===== config.mk =====
export PLATFORM = sky130hd
export DESIGN_NAME = lcd_ctrl
export DESIGN_NICKNAME = d
export VERILOG_FILES = /design/src/rtl/lcd_pkg.sv /design/src/rtl/lcd_nibble_tx.sv /design/src/rtl/lcd_ctrl.sv
export SDC_FILE = /design/constraint.sdc
export NUM_CORES = 1
export LEC_CHECK = 0
export ABC_AREA = 1
export BUFFER_PORTS_ARGS = -buffer_cell sky130_fd_sc_hd__buf_2
export CORE_AREA = 8 8 83 70
export DETAILED_ROUTE_END_ITERATION = 8
export DIE_AREA = 0 0 91 78
export GPL_ROUTABILITY_DRIVEN = 1
export MAX_ROUTING_LAYER = met4
export PLACE_DENSITY = 0.82
export SKIP_LAST_GASP = 1
export SLEW_MARGIN = 10
export SYNTH_ARGS = -nofsm -noshare
export SYNTH_HDL_FRONTEND = slang
export SYNTH_SLANG_ARGS = --single-unit

===== constraint.sdc =====
create_clock -name CLK -period 4.15 [get_ports CLK]
set_input_delay 0.83 -clock CLK [delete_from_list [all_inputs] [get_ports CLK]]
set_output_delay 0.83 -clock CLK [all_outputs]
set_load 0.01 [all_outputs]

===== src/rtl/lcd_pkg.sv =====
// lcd_pkg: shared states, init tables and default timing for the 4-bit LCD write controller.
// Contents: lcd_state_t (controller FSM), tx_phase_t (nibble strobe FSM), *_DEF timing
// constants in CLK cycles, init nibble/command tables and small helper functions.
package lcd_pkg;

    typedef enum logic [2:0] {PWRUP, INIT_NIB, INIT_CMD, IDLE, NIB_HI, GAP, NIB_LO, WAIT} lcd_state_t;
    typedef enum logic [1:0] {TX_IDLE, TX_SU, TX_EH} tx_phase_t;

    localparam int T_PWRUP_DEF   = 750000;
    localparam int T_SU_DEF      = 2;
    localparam int T_E_DEF       = 12;
    localparam int T_GAP_DEF     = 50;
    localparam int T_CMD_DEF     = 2000;
    localparam int T_CLR_DEF     = 82000;
    localparam int T_INIT_W0_DEF = 205000;
    localparam int T_INIT_W1_DEF = 5000;
    localparam int T_INIT_W2_DEF = 2000;
    localparam int T_INIT_W3_DEF = 2000;

    // Entry i lives at bits [4i+:4] / [8i+:8]: nibbles 3,3,3,2 then bytes 28,06,0C,01.
    localparam logic [15:0] INIT_NIBS = 16'h2333;
    localparam logic [31:0] INIT_CMDS = 32'h010C_0628;

    function automatic logic [3:0] init_nib(input logic [1:0] i);
        return INIT_NIBS[{i, 2'b00} +: 4];
    endfunction

    function automatic logic [7:0] init_cmd(input logic [1:0] i);
        return INIT_CMDS[{i, 3'b000} +: 8];
    endfunction

    // Clear display (0x01) and return home (0x02/0x03) need the long settle time.
    function automatic logic is_clr(input logic rs, input logic [7:0] d);
        return !rs && d[7:2] == 6'd0;
    endfunction

    function automatic int max2(input int a, input int b);
        return a > b ? a : b;
    endfunction

endpackage


===== src/rtl/lcd_nibble_tx.sv =====
// lcd_nibble_tx: drives one nibble onto the LCD bus with setup, strobe width and hold timing.
// Ports: CLK, RST_N (async, active-low); start (load nib/rs this edge), nib, rs;
// db (DB7..DB4), lcd_rs, lcd_e; done (high the cycle before the edge on which lcd_e falls).
// Pins stay put after the strobe until the next start, which gives the required hold.
module lcd_nibble_tx
    import lcd_pkg::*;
#(
    parameter int T_SU = T_SU_DEF,
    parameter int T_E  = T_E_DEF
) (
    input  logic       CLK,
    input  logic       RST_N,
    input  logic       start,
    input  logic [3:0] nib,
    input  logic       rs,
    output logic [3:0] db,
    output logic       lcd_rs,
    output logic       lcd_e,
    output logic       done
);

    localparam int NW = $clog2(max2(T_SU, T_E) + 1);

    tx_phase_t     ph;
    logic [NW-1:0] cnt;

    assign done = ph == TX_EH && cnt == '0;

    always_ff @(posedge CLK or negedge RST_N) begin
        if (!RST_N) begin
            ph     <= TX_IDLE;
            cnt    <= '0;
            db     <= '0;
            lcd_rs <= 1'b0;
            lcd_e  <= 1'b0;
        end else if (start) begin
            db     <= nib;
            lcd_rs <= rs;
            lcd_e  <= 1'b0;
            ph     <= TX_SU;
            cnt    <= NW'(T_SU - 1);
        end else begin
            case (ph)
                TX_SU: begin
                    if (cnt == '0) begin
                        lcd_e <= 1'b1;
                        ph    <= TX_EH;
                        cnt   <= NW'(T_E - 1);
                    end else begin
                        cnt <= cnt - NW'(1);
                    end
                end
                TX_EH: begin
                    if (cnt == '0) begin
                        lcd_e <= 1'b0;
                        ph    <= TX_IDLE;
                    end else begin
                        cnt <= cnt - NW'(1);
                    end
                end
                default: ph <= TX_IDLE;
            endcase
        end
    end

endmodule


===== src/rtl/lcd_ctrl.sv =====
// lcd_ctrl: write-only 4-bit HD44780-style LCD controller with a byte request handshake.
// Ports: CLK, RST_N (async, active-low); REQ_VALID/REQ_RS/REQ_DATA/REQ_READY request side;
// INIT_DONE; LCD_E, LCD_RS, LCD_RW (tied 0), SF_E (tied 1), SF_D..SF_A = DB7..DB4.
// Macro LCD_INIT_SEQ_EN: when defined, runs the power-up wait and init sequence after reset;
// otherwise the controller is ready on the first clock after reset release.
module lcd_ctrl
    import lcd_pkg::*;
#(
    parameter int T_PWRUP   = T_PWRUP_DEF,
    parameter int T_SU      = T_SU_DEF,
    parameter int T_E       = T_E_DEF,
    parameter int T_GAP     = T_GAP_DEF,
    parameter int T_CMD     = T_CMD_DEF,
    parameter int T_CLR     = T_CLR_DEF,
    parameter int T_INIT_W0 = T_INIT_W0_DEF,
    parameter int T_INIT_W1 = T_INIT_W1_DEF,
    parameter int T_INIT_W2 = T_INIT_W2_DEF,
    parameter int T_INIT_W3 = T_INIT_W3_DEF
) (
    input  logic       CLK,
    input  logic       RST_N,
    input  logic       REQ_VALID,
    input  logic       REQ_RS,
    input  logic [7:0] REQ_DATA,
    output logic       REQ_READY,
    output logic       INIT_DONE,
    output logic       LCD_E,
    output logic       LCD_RS,
    output logic       LCD_RW,
    output logic       SF_E,
    output logic       SF_D,
    output logic       SF_C,
    output logic       SF_B,
    output logic       SF_A
);

    // One shared wait counter, wide enough for the longest wait of any kind.
    localparam int CW = $clog2(max2(max2(max2(T_PWRUP, T_CLR), max2(T_CMD, T_GAP)),
                                    max2(max2(T_INIT_W0, T_INIT_W1), max2(T_INIT_W2, T_INIT_W3))) + 1);

    lcd_state_t    state;
    logic [CW-1:0] cnt;
    logic [7:0]    data_q;
    logic          rs_q;
    logic          tx_start;
    logic          tx_rs;
    logic          tx_done;
    logic [3:0]    tx_nib;
    logic [3:0]    db;

`ifdef LCD_INIT_SEQ_EN
    // idx 0..3 walks the init nibbles, 4..7 the init commands; it wraps to 0 after the last one.
    logic [2:0] idx;
    logic [7:0] cmd_byte;

    function automatic logic [CW-1:0] init_wait(input logic [1:0] i);
        return i == 2'd0 ? CW'(T_INIT_W0 - 1) :
               i == 2'd1 ? CW'(T_INIT_W1 - 1) :
               i == 2'd2 ? CW'(T_INIT_W2 - 1) : CW'(T_INIT_W3 - 1);
    endfunction

    assign cmd_byte = init_cmd(idx[1:0]);
`endif

    assign LCD_RW = 1'b0;
    assign SF_E   = 1'b1;
    assign {SF_D, SF_C, SF_B, SF_A} = db;

    // Starts fire on the edge that enters a sending state, so pins change on that same edge.
    always_comb begin
        tx_start = 1'b0;
        tx_nib   = data_q[3:0];
        tx_rs    = rs_q;
        if (state == IDLE && REQ_VALID && REQ_READY) begin
            tx_start = 1'b1;
            tx_nib   = REQ_DATA[7:4];
            tx_rs    = REQ_RS;
        end else if (state == GAP && cnt == '0) begin
            tx_start = 1'b1;
`ifdef LCD_INIT_SEQ_EN
        end else if (state == INIT_CMD) begin
            tx_start = 1'b1;
            tx_nib   = cmd_byte[7:4];
            tx_rs    = 1'b0;
        end else if (state == PWRUP && cnt == CW'(T_PWRUP - 1)) begin
            tx_start = 1'b1;
            tx_nib   = init_nib(2'd0);
            tx_rs    = 1'b0;
        end else if (state == WAIT && cnt == '0 && !INIT_DONE && idx != 3'd0 && !idx[2]) begin
            tx_start = 1'b1;
            tx_nib   = init_nib(idx[1:0]);
            tx_rs    = 1'b0;
`endif
        end
    end

    always_ff @(posedge CLK or negedge RST_N) begin
        if (!RST_N) begin
            state     <= PWRUP;
            cnt       <= '0;
            data_q    <= '0;
            rs_q      <= 1'b0;
            REQ_READY <= 1'b0;
            INIT_DONE <= 1'b0;
`ifdef LCD_INIT_SEQ_EN
            idx       <= '0;
`endif
        end else begin
            case (state)
                PWRUP: begin
`ifdef LCD_INIT_SEQ_EN
                    if (cnt == CW'(T_PWRUP - 1)) begin
                        state <= INIT_NIB;
                        cnt   <= '0;
                    end else begin
                        cnt <= cnt + CW'(1);
                    end
`else
                    state     <= IDLE;
                    REQ_READY <= 1'b1;
                    INIT_DONE <= 1'b1;
`endif
                end
`ifdef LCD_INIT_SEQ_EN
                INIT_NIB: begin
                    if (tx_done) begin
                        state <= WAIT;
                        cnt   <= init_wait(idx[1:0]);
                        idx   <= idx + 3'd1;
                    end
                end
                INIT_CMD: begin
                    data_q <= cmd_byte;
                    rs_q   <= 1'b0;
                    idx    <= idx + 3'd1;
                    state  <= NIB_HI;
                end
`endif
                IDLE: begin
                    if (REQ_VALID && REQ_READY) begin
                        data_q    <= REQ_DATA;
                        rs_q      <= REQ_RS;
                        REQ_READY <= 1'b0;
                        state     <= NIB_HI;
                    end
                end
                NIB_HI: begin
                    if (tx_done) begin
                        state <= GAP;
                        cnt   <= CW'(T_GAP - 1);
                    end
                end
                GAP: begin
                    if (cnt == '0) state <= NIB_LO;
                    else cnt <= cnt - CW'(1);
                end
                NIB_LO: begin
                    if (tx_done) begin
                        state <= WAIT;
                        cnt   <= is_clr(rs_q, data_q) ? CW'(T_CLR - 1) : CW'(T_CMD - 1);
                    end
                end
                WAIT: begin
                    if (cnt != '0) begin
                        cnt <= cnt - CW'(1);
`ifdef LCD_INIT_SEQ_EN
                    end else if (INIT_DONE || idx == 3'd0) begin
                        state     <= IDLE;
                        REQ_READY <= 1'b1;
                        INIT_DONE <= 1'b1;
                    end else begin
                        state <= idx[2] ? INIT_CMD : INIT_NIB;
                    end
`else
                    end else begin
                        state     <= IDLE;
                        REQ_READY <= 1'b1;
                    end
`endif
                end
                default: state <= PWRUP;
            endcase
        end
    end

    lcd_nibble_tx #(
        .T_SU (T_SU),
        .T_E  (T_E)
    ) u_tx (
        .CLK    (CLK),
        .RST_N  (RST_N),
        .start  (tx_start),
        .nib    (tx_nib),
        .rs     (tx_rs),
        .db     (db),
        .lcd_rs (LCD_RS),
        .lcd_e  (LCD_E),
        .done   (tx_done)
    );

endmodule


==> metrics.md, run 1 <==
| Metric | Value |
|---|---|
| Status | `complete, no violations` |
| Min Tclk post-route | `2.27 ns` |
| Detail Route Antenna Nets | `0` |
| Critical Path End Type | `flip-flop` |
| TritonCTS buffer count | `5` |
| Most common cell after layout, fill and taps aside | `nand2_1` |
| Gpl congestion | `0.881` |
| Reg clk slew, reported paths | `0.09 ns` |
| Diodes inserted | `0` |
| RSZ-0062 raised after global routing | `false` |
| Cell Rows | `22` |
| Synth Cell Area | `between 2000 and 3000 µm²` |
| Max-slew headroom | `0.322` |
| # setup viols final | `0` |
| Initial core utilization | `0.613` |
| VDD IR-drop max | `0.195 mV` |
| # fillers | `407` |
| Hold Vio Cnt, Final | `0` |
| Die W | `91 µm` |
| FF+latch count, synth | `46` |
| Largest net degree at the start of global routing | `47` |
| Logic pwr share | `0.018` |
| Post-CTS resize count | `0` |
| Setup Buffers After CTS | `0` |
| Die Y | `78 µm` |
| CTS tree | `done` |
| Critical Path AT | `2.47 ns` |
| Worst-skew pair later-pin latency | `roughly 0.31 ns` |
| Setup WS pre-CTS | `1.62 ns` |
| Via count | `2,416` |
| Worst-Margin Slew | `1.02 ns` |
| Clock Sinks | `between 40 and 50` |
| DRT Pass-1 Iters | `5` |
| Leakage power | `1.69 nW` |
| Commonest cells after routing, fill and taps aside | `133 x nand2_1, 50 x nor2_1, 46 x dfrtp_1` |
| Hold-fix buffers at CTS | `0` |
| Clk_skew | `0.00465 ns` |
| Grt total ovfl | `0` |
| R2r endpoint | `u_tx.db[0]` |
| Max_cap viols | `0` |
| Final #Nets | `around 420` |
| Initial antenna violation count | `0` |
| Clk pwr share | `0.427` |
| Syn avg cell area | `approximately 7.1 µm²` |
| Switching share of power | `0.216` |
| Pins Over Slew Limit | `0` |
| Netlist cell types | `30` |
| Internal power | `0.632 mW` |
| Setup tns final | `0 ns` |
| Drt drc | `0` |
| Yosys warns | `0` |
| Cells after Synth | `385` |
| Syn Nets | `about 400` |
| Global Route Usage Sum | `0.181` |
| Total Power | `0.807 mW` |
| Share of cells above drive strength 1 | `0.127` |
| CP Max Fanout | `11` |
| Period utilisation layout | `0.547` |
| Reg2reg path depth | `8` |
| Flop-to-flop setup slack | `approximately 1.9 ns` |
| Post-route setup slack | `around 1.9 ns` |
| Via-to-Cell Ratio | `about 5.2` |
| DRT iter0 DRCs | `117` |
| Worst R2R Start | `state[0]` |
| Routed wire per std cell | `12.9 µm` |
| Critical Path RT | `4.35 ns` |
| Reg power frac | `0.555` |
| Root Driver | `clkbuf_8` |
| Hold endpoint | `INIT_DONE` |
| Die area | `around 7000 µm²` |
| Vias in the first global route | `2,290` |
| Post-Route WL | `about 6000 µm` |
| Fin cells | `roughly 460` |
| DP Cell Count | `455` |
| CP Launch Type | `flip-flop` |
| Ports | `22` |
| First-pass GRT wire length | `10,400 µm` |
| F_max | `about 0.44 GHz` |
| Core Box Area | `roughly 4500 µm²` |
| Worst hold start | `INIT_DONE` |
| Switch Pwr | `0.174 mW` |
| Pwr/cell area | `roughly 270 nW/µm²` |
| Hold Crit Depth | `2` |
| Register area share after synthesis | `0.421` |
| Worst Hold Class | `reg2reg` |
| CP Class | `reg2reg` |
| DP Wirelength | `4260 µm` |
| Area growth from synthesis to layout | `7.64%` |
| CTS Buffer Depth | `2` |
| CTS H-tree lvls | `2` |
| Port buffer count | `19` |
[final cells by class]
type	count	area, µm²	share of cell area
clock inverter	3	43.8	0.0149
multi-input combinational	287	1350	0.458
inverter	43	161	0.0548
tap	60	75.1	0.0255
timing repair buffer	19	95.1	0.0323
clock buffer	5	68.8	0.0234
sequential	46	1150	0.391
[through the flow]
| step | utilization | hold WS, ns | cell area, µm² |
|---|---|---|---|
| global route | 0.660 | 0.488 | 2940 |
| CTS | 0.660 | 0.477 | 2940 |
| global placement | 0.635 | 0.444 | 2830 |
| floorplan | - | 0.441 | 2740 |
| finish | 0.660 | 0.476 | 2940 |
| detailed placement | 0.635 | 0.449 | 2830 |
[cell families after synthesis]
family,count (synthesis),share of synthesized area
simple gates,228,0.350
buf+inv,52,0.0860
compound gates,49,0.113
flops,46,0.421
xor+xnor,6,0.0192
fa+ha+maj,2,0.00915
other cells,2,0.00275
[cell usage after synthesis]
master / count / share of area
clkinv_1: 1 / 0.0014
inv_2: 1 / 0.0014
nor2_2: 3 / 0.0069
conb_1: 2 / 0.0027
a21oi_2: 1 / 0.0032
o21ai_0: 21 / 0.038
nor3_1: 4 / 0.0073
buf_4: 4 / 0.011
xor2_1: 5 / 0.016
o21ai_2: 10 / 0.032
nand3_1: 27 / 0.049
o211ai_1: 2 / 0.0055
buf_2: 1 / 0.0018
clkbuf_2: 1 / 0.0018
dfrtp_1: 46 / 0.42
nand3_4: 1 / 0.0064
ha_1: 2 / 0.0091
o31ai_1: 1 / 0.0027
or2_2: 1 / 0.0023
nand4_1: 3 / 0.0069
o21ai_4: 1 / 0.0059
inv_1: 41 / 0.056
nand2_1: 133 / 0.18
a21oi_1: 12 / 0.022
buf_6: 3 / 0.012
nor2_4: 3 / 0.012
o21a_1: 1 / 0.0027
xnor2_1: 1 / 0.0032
nor2_1: 50 / 0.069
nand2_2: 3 / 0.0069
[worst max path at each step]
stage	cells after the start	startpoint	end
5_1_grt	8	state[0]	u_tx.db[3]
2_1_floorplan	11	cnt[0]	cnt[16]
6_report	8	state[0]	u_tx.db[0]
3_5_place_dp	9	REQ_VALID	u_tx.db[0]
4_1_cts	8	state[0]	u_tx.db[0]
3_3_place_gp	9	REQ_VALID	u_tx.db[0]
[layer usage]
layer  GRT usage  wire length (µm)  vias to the layer above
met3      0.0365               247                       10
met2       0.276              2740                       59
met4      0.0571                86                        0
met5           -                 0                        -
met1       0.236              2920                     1113
li1            -                 -                     1234
[sequential cells by signal, indices dropped and copies added, names as in the netlist]
signal and flops:
cnt 20, u_tx.ph 2, u_tx.lcd_rs 1, u_tx.db 4, u_tx.cnt 4, data_q 8
rs_q 1, INIT_DONE 1, REQ_READY 1, state 3, u_tx.lcd_e 1
[power by group through the flow]
stage	Combinational, mW	Sequential [mW]	Clock [mW]
floorplan	0.00242	0.457	0
global placement	0.0150	0.457	0
detailed placement	0.0150	0.457	0
CTS	0.0149	0.448	0.351
global route	0.0171	0.448	0.359
finish	0.0142	0.448	0.345
[worst max-delay path, cell delays in order, from the launching register on]
cell and delay, ns:
dfrtp_1 0.52, nand2_1 0.17, nor2_1 0.08, nand2_2 0.15
inv_1 0.19, nor2_1 0.56, inv_1 0.30, nand2_1 0.13
nand2_1 0.06
Note: power is estimated with default switching activity, not from simulation.
==> run 2: changes to the inputs <==
CORE_AREA = 8 8 85 72   (was 8 8 83 70)
DIE_AREA = 0 0 93 80   (was 0 0 91 78)
PLACE_DENSITY = 0.78   (was 0.82)
clock period = 2.18 ns   (was 4.15 ns; I/O delays follow)
==> run 2 against run 1 <==
Setup slack lost 1.6 ns. Sequential share of layout area shrank 1.2 points. Fmax grew 19%. Critical endpoint is now cnt[8]. Final area grew 3.1%. Clock-buffer cell count grew 1. Wire length shrank 2.2%. First-iteration DRC count grew 55%. Clock power grew 130%. Utilization shrank 2.5 points. Clock skew grew 0.0015 ns. Highest routed layer unchanged.
==> metrics.md, run 2 (synthesized netlist as in run 1, its figures left out) <==
| Metric | Value |
|---|---|
| Critical Path AT | `2.14 ns (was 2.47 ns)` |
| Drt drc | `0 (unchanged)` |
| Max-slew headroom | `0.627 (was 0.322)` |
| Via count | `2,376 (was 2,416)` |
| Setup Buffers After CTS | `0 (unchanged)` |
| Grt total ovfl | `0 (unchanged)` |
| Reg2reg path depth | `11 (was 8)` |
| Min Tclk post-route | `1.91 ns (was 2.27 ns)` |
| CTS H-tree lvls | `2 (unchanged)` |
| Clk_skew | `0.00619 ns (was 0.00465 ns)` |
| Largest net degree at the start of global routing | `25 (was 47)` |
| CP Max Fanout | `24 (was 11)` |
| Pwr/cell area | `551 nW/µm² (was 274 nW/µm²)` |
| # setup viols final | `0 (unchanged)` |
| Initial core utilization | `0.573 (was 0.613)` |
| CP Class | `reg2reg (unchanged)` |
| Clock Sinks | `46 (unchanged)` |
| Global Route Usage Sum | `0.173 (was 0.181)` |
| Hold-fix buffers at CTS | `0 (unchanged)` |
| Leakage power | `1.74 nW (was 1.69 nW)` |
| CP max-delay cell | `dfrtp_1 (was nor2_1)` |
| Port buffer count | `19 (unchanged)` |
| Top Registers | `cnt: 20 flops, data_q: 8 flops (unchanged)` |
| Crit-path max cell delay | `0.38 ns (was 0.56 ns)` |
| Via-to-Cell Ratio | `5.04 (was 5.22)` |
| Die W | `93 µm (was 91 µm)` |
| Gpl congestion | `0.901 (was 0.881)` |
| Stages on worst setup path | `11 (was 8)` |
| Worst Hold Class | `in2async (was reg2reg)` |
| Die Y | `80 µm (was 78 µm)` |
| Root Driver | `clkbuf_8 (unchanged)` |
| CTS tree | `done (unchanged)` |
| Worst hold margin | `0.104 ns (was 0.476 ns)` |
| CP Launch Type | `flip-flop (unchanged)` |
| Routed wire per std cell | `12.5 µm (was 12.9 µm)` |
| Worst-skew pair later-pin latency | `0.31 ns (about the same)` |
| Post-CTS resize count | `0 (unchanged)` |
| RSZ-0062 raised after global routing | `false (unchanged)` |
| CTS Buffer Depth | `2 (unchanged)` |
| DRT Pass-1 Iters | `5 (unchanged)` |
| Commonest cells after routing, fill and taps aside | `133 x nand2_1, 49 x nor2_1, 46 x dfrtp_1 (was 133 x nand2_1, 50 x nor2_1, 46 x dfrtp_1)` |
| Reg clk slew, reported paths | `0.09 ns (about the same)` |
| CP bufs+invs | `2 (unchanged)` |
| DP Wirelength | `4380 µm (was 4260 µm)` |
| Crit-path most repeated cell | `nand2_1 (unchanged)` |
| TritonCTS buffer count | `5 (unchanged)` |
| VDD IR-drop max | `0.399 mV (was 0.195 mV)` |
| Detail Route Antenna Nets | `0 (unchanged)` |
| F_max | `0.525 GHz (was 0.440 GHz)` |
| Worst path cell trace | `inv_1 -> ha_1 -> nand2_1 -> nor2_2 -> nor2_2 -> nor2_4 -> nand2_1 -> nand2_2 -> buf_4 -> nand2_1 -> o21ai_2 (was nand2_1 -> nor2_1 -> nand2_2 -> inv_1 -> nor2_1 -> inv_1 -> nand2_1 -> nand2_1)` |
| Diodes inserted | `0 (unchanged)` |
| Share of cells above drive strength 1 | `0.142 (was 0.127)` |
| Top reg by flops | `cnt (unchanged)` |
| Worst-Margin Slew | `0.554 ns (was 1.02 ns)` |
| Period utilisation layout | `0.874 (was 0.547)` |
| Vias in the first global route | `2,178 (was 2,290)` |
| Ports | `22 (unchanged)` |
| Final #Nets | `422 (was 416)` |
| Die area | `7440 µm² (was 7100 µm²)` |
| Cell Rows | `23 (was 22)` |
| Post-Route WL | `5860 µm (was 5990 µm)` |
| Critical Path RT | `2.42 ns (was 4.35 ns)` |
| Max FFs per register | `20 (unchanged)` |
| DRT iter0 DRCs | `181 (was 117)` |
| Max_cap viols | `0 (unchanged)` |
| Status | `complete, no violations (unchanged)` |
| Setup tns final | `0 ns (unchanged)` |
| Most common cell after layout, fill and taps aside | `nand2_1 (unchanged)` |
| Initial antenna violation count | `0 (unchanged)` |
| Area growth from synthesis to layout | `11.0% (was 7.64%)` |
| Core Box Area | `4780 µm² (was 4460 µm²)` |
| Hold Vio Cnt, Final | `0 (unchanged)` |
| First-pass GRT wire length | `10,000 µm (was 10,400 µm)` |
| Pins Over Slew Limit | `0 (unchanged)` |
| CP delay by family, top | `simple AND/OR/NAND/NOR gates (unchanged)` |
| Critical Path End Type | `flip-flop (unchanged)` |
==> run 2: cell types whose count changed in the layout (fill, tap and decap cells not counted) <==
cell       change
inv_6          -1
nor2_1         -1
nor2_2         +1
clkbuf_8       +1
clkinv_2       -1
buf_12         +1
bufinv_16      +1
buf_4          +5
==> run 2: cell type report <==
class                      instances  area [µm²]
clock buffer                       6        82.6
clock inverter                     2        60.1
fill                             437        1740
inverter                          43         161
multi-input combinational        287        1350
sequential                        46        1150
tap                               62        77.6
timing repair buffer              25         153
==> run 2: final timing paths <==
| path | from | slack, ns | end |
|---|---|---|---|
| worst max-delay path | u_tx.cnt[0] | 0.27 | cnt[8] |
| worst min-delay path | RST_N | 0.10 | state[1] |
| worst max register to register | u_tx.cnt[0] | 0.27 | cnt[8] |
| worst min register to register | u_tx.db[1] | 0.48 | u_tx.db[1] |
| max in group asynchronous | RST_N | 1.56 | u_tx.lcd_e |
| min in group CLK | REQ_DATA[3] | 0.32 | data_q[3] |
==> run 2: per-layer routing <==
layer  track usage  vias up  share of wire
met5             -        -              0
met4        0.0433        0          0.011
met3        0.0461        7          0.051
met2         0.256       53           0.44
met1         0.229     1068           0.50
li1              -     1248              -
==> run 2: metrics by stage <==
stage / setup WS (ns) / utilization / area, µm² / cells / power (mW)
2_1_floorplan: 0.490 / - / 2740 / 385 / 0.874
3_3_place_gp: 0.156 / 0.605 / 2890 / 463 / 0.902
3_5_place_dp: 0.0818 / 0.605 / 2890 / 463 / 0.903
4_1_cts: 0.0638 / 0.635 / 3030 / 471 / 1.69
5_1_grt: 0.115 / 0.636 / 3040 / 471 / 1.73
6_report: 0.274 / 0.636 / 3040 / 471 / 1.67
==> run 2: power breakdown <==
group / internal [mW] / switching [mW] / leakage, nW
registers: 0.852 / 0 / 0.612
logic: 0.0105 / 0.0212 / 1.06
clock network: 0.489 / 0.300 / 0.0714
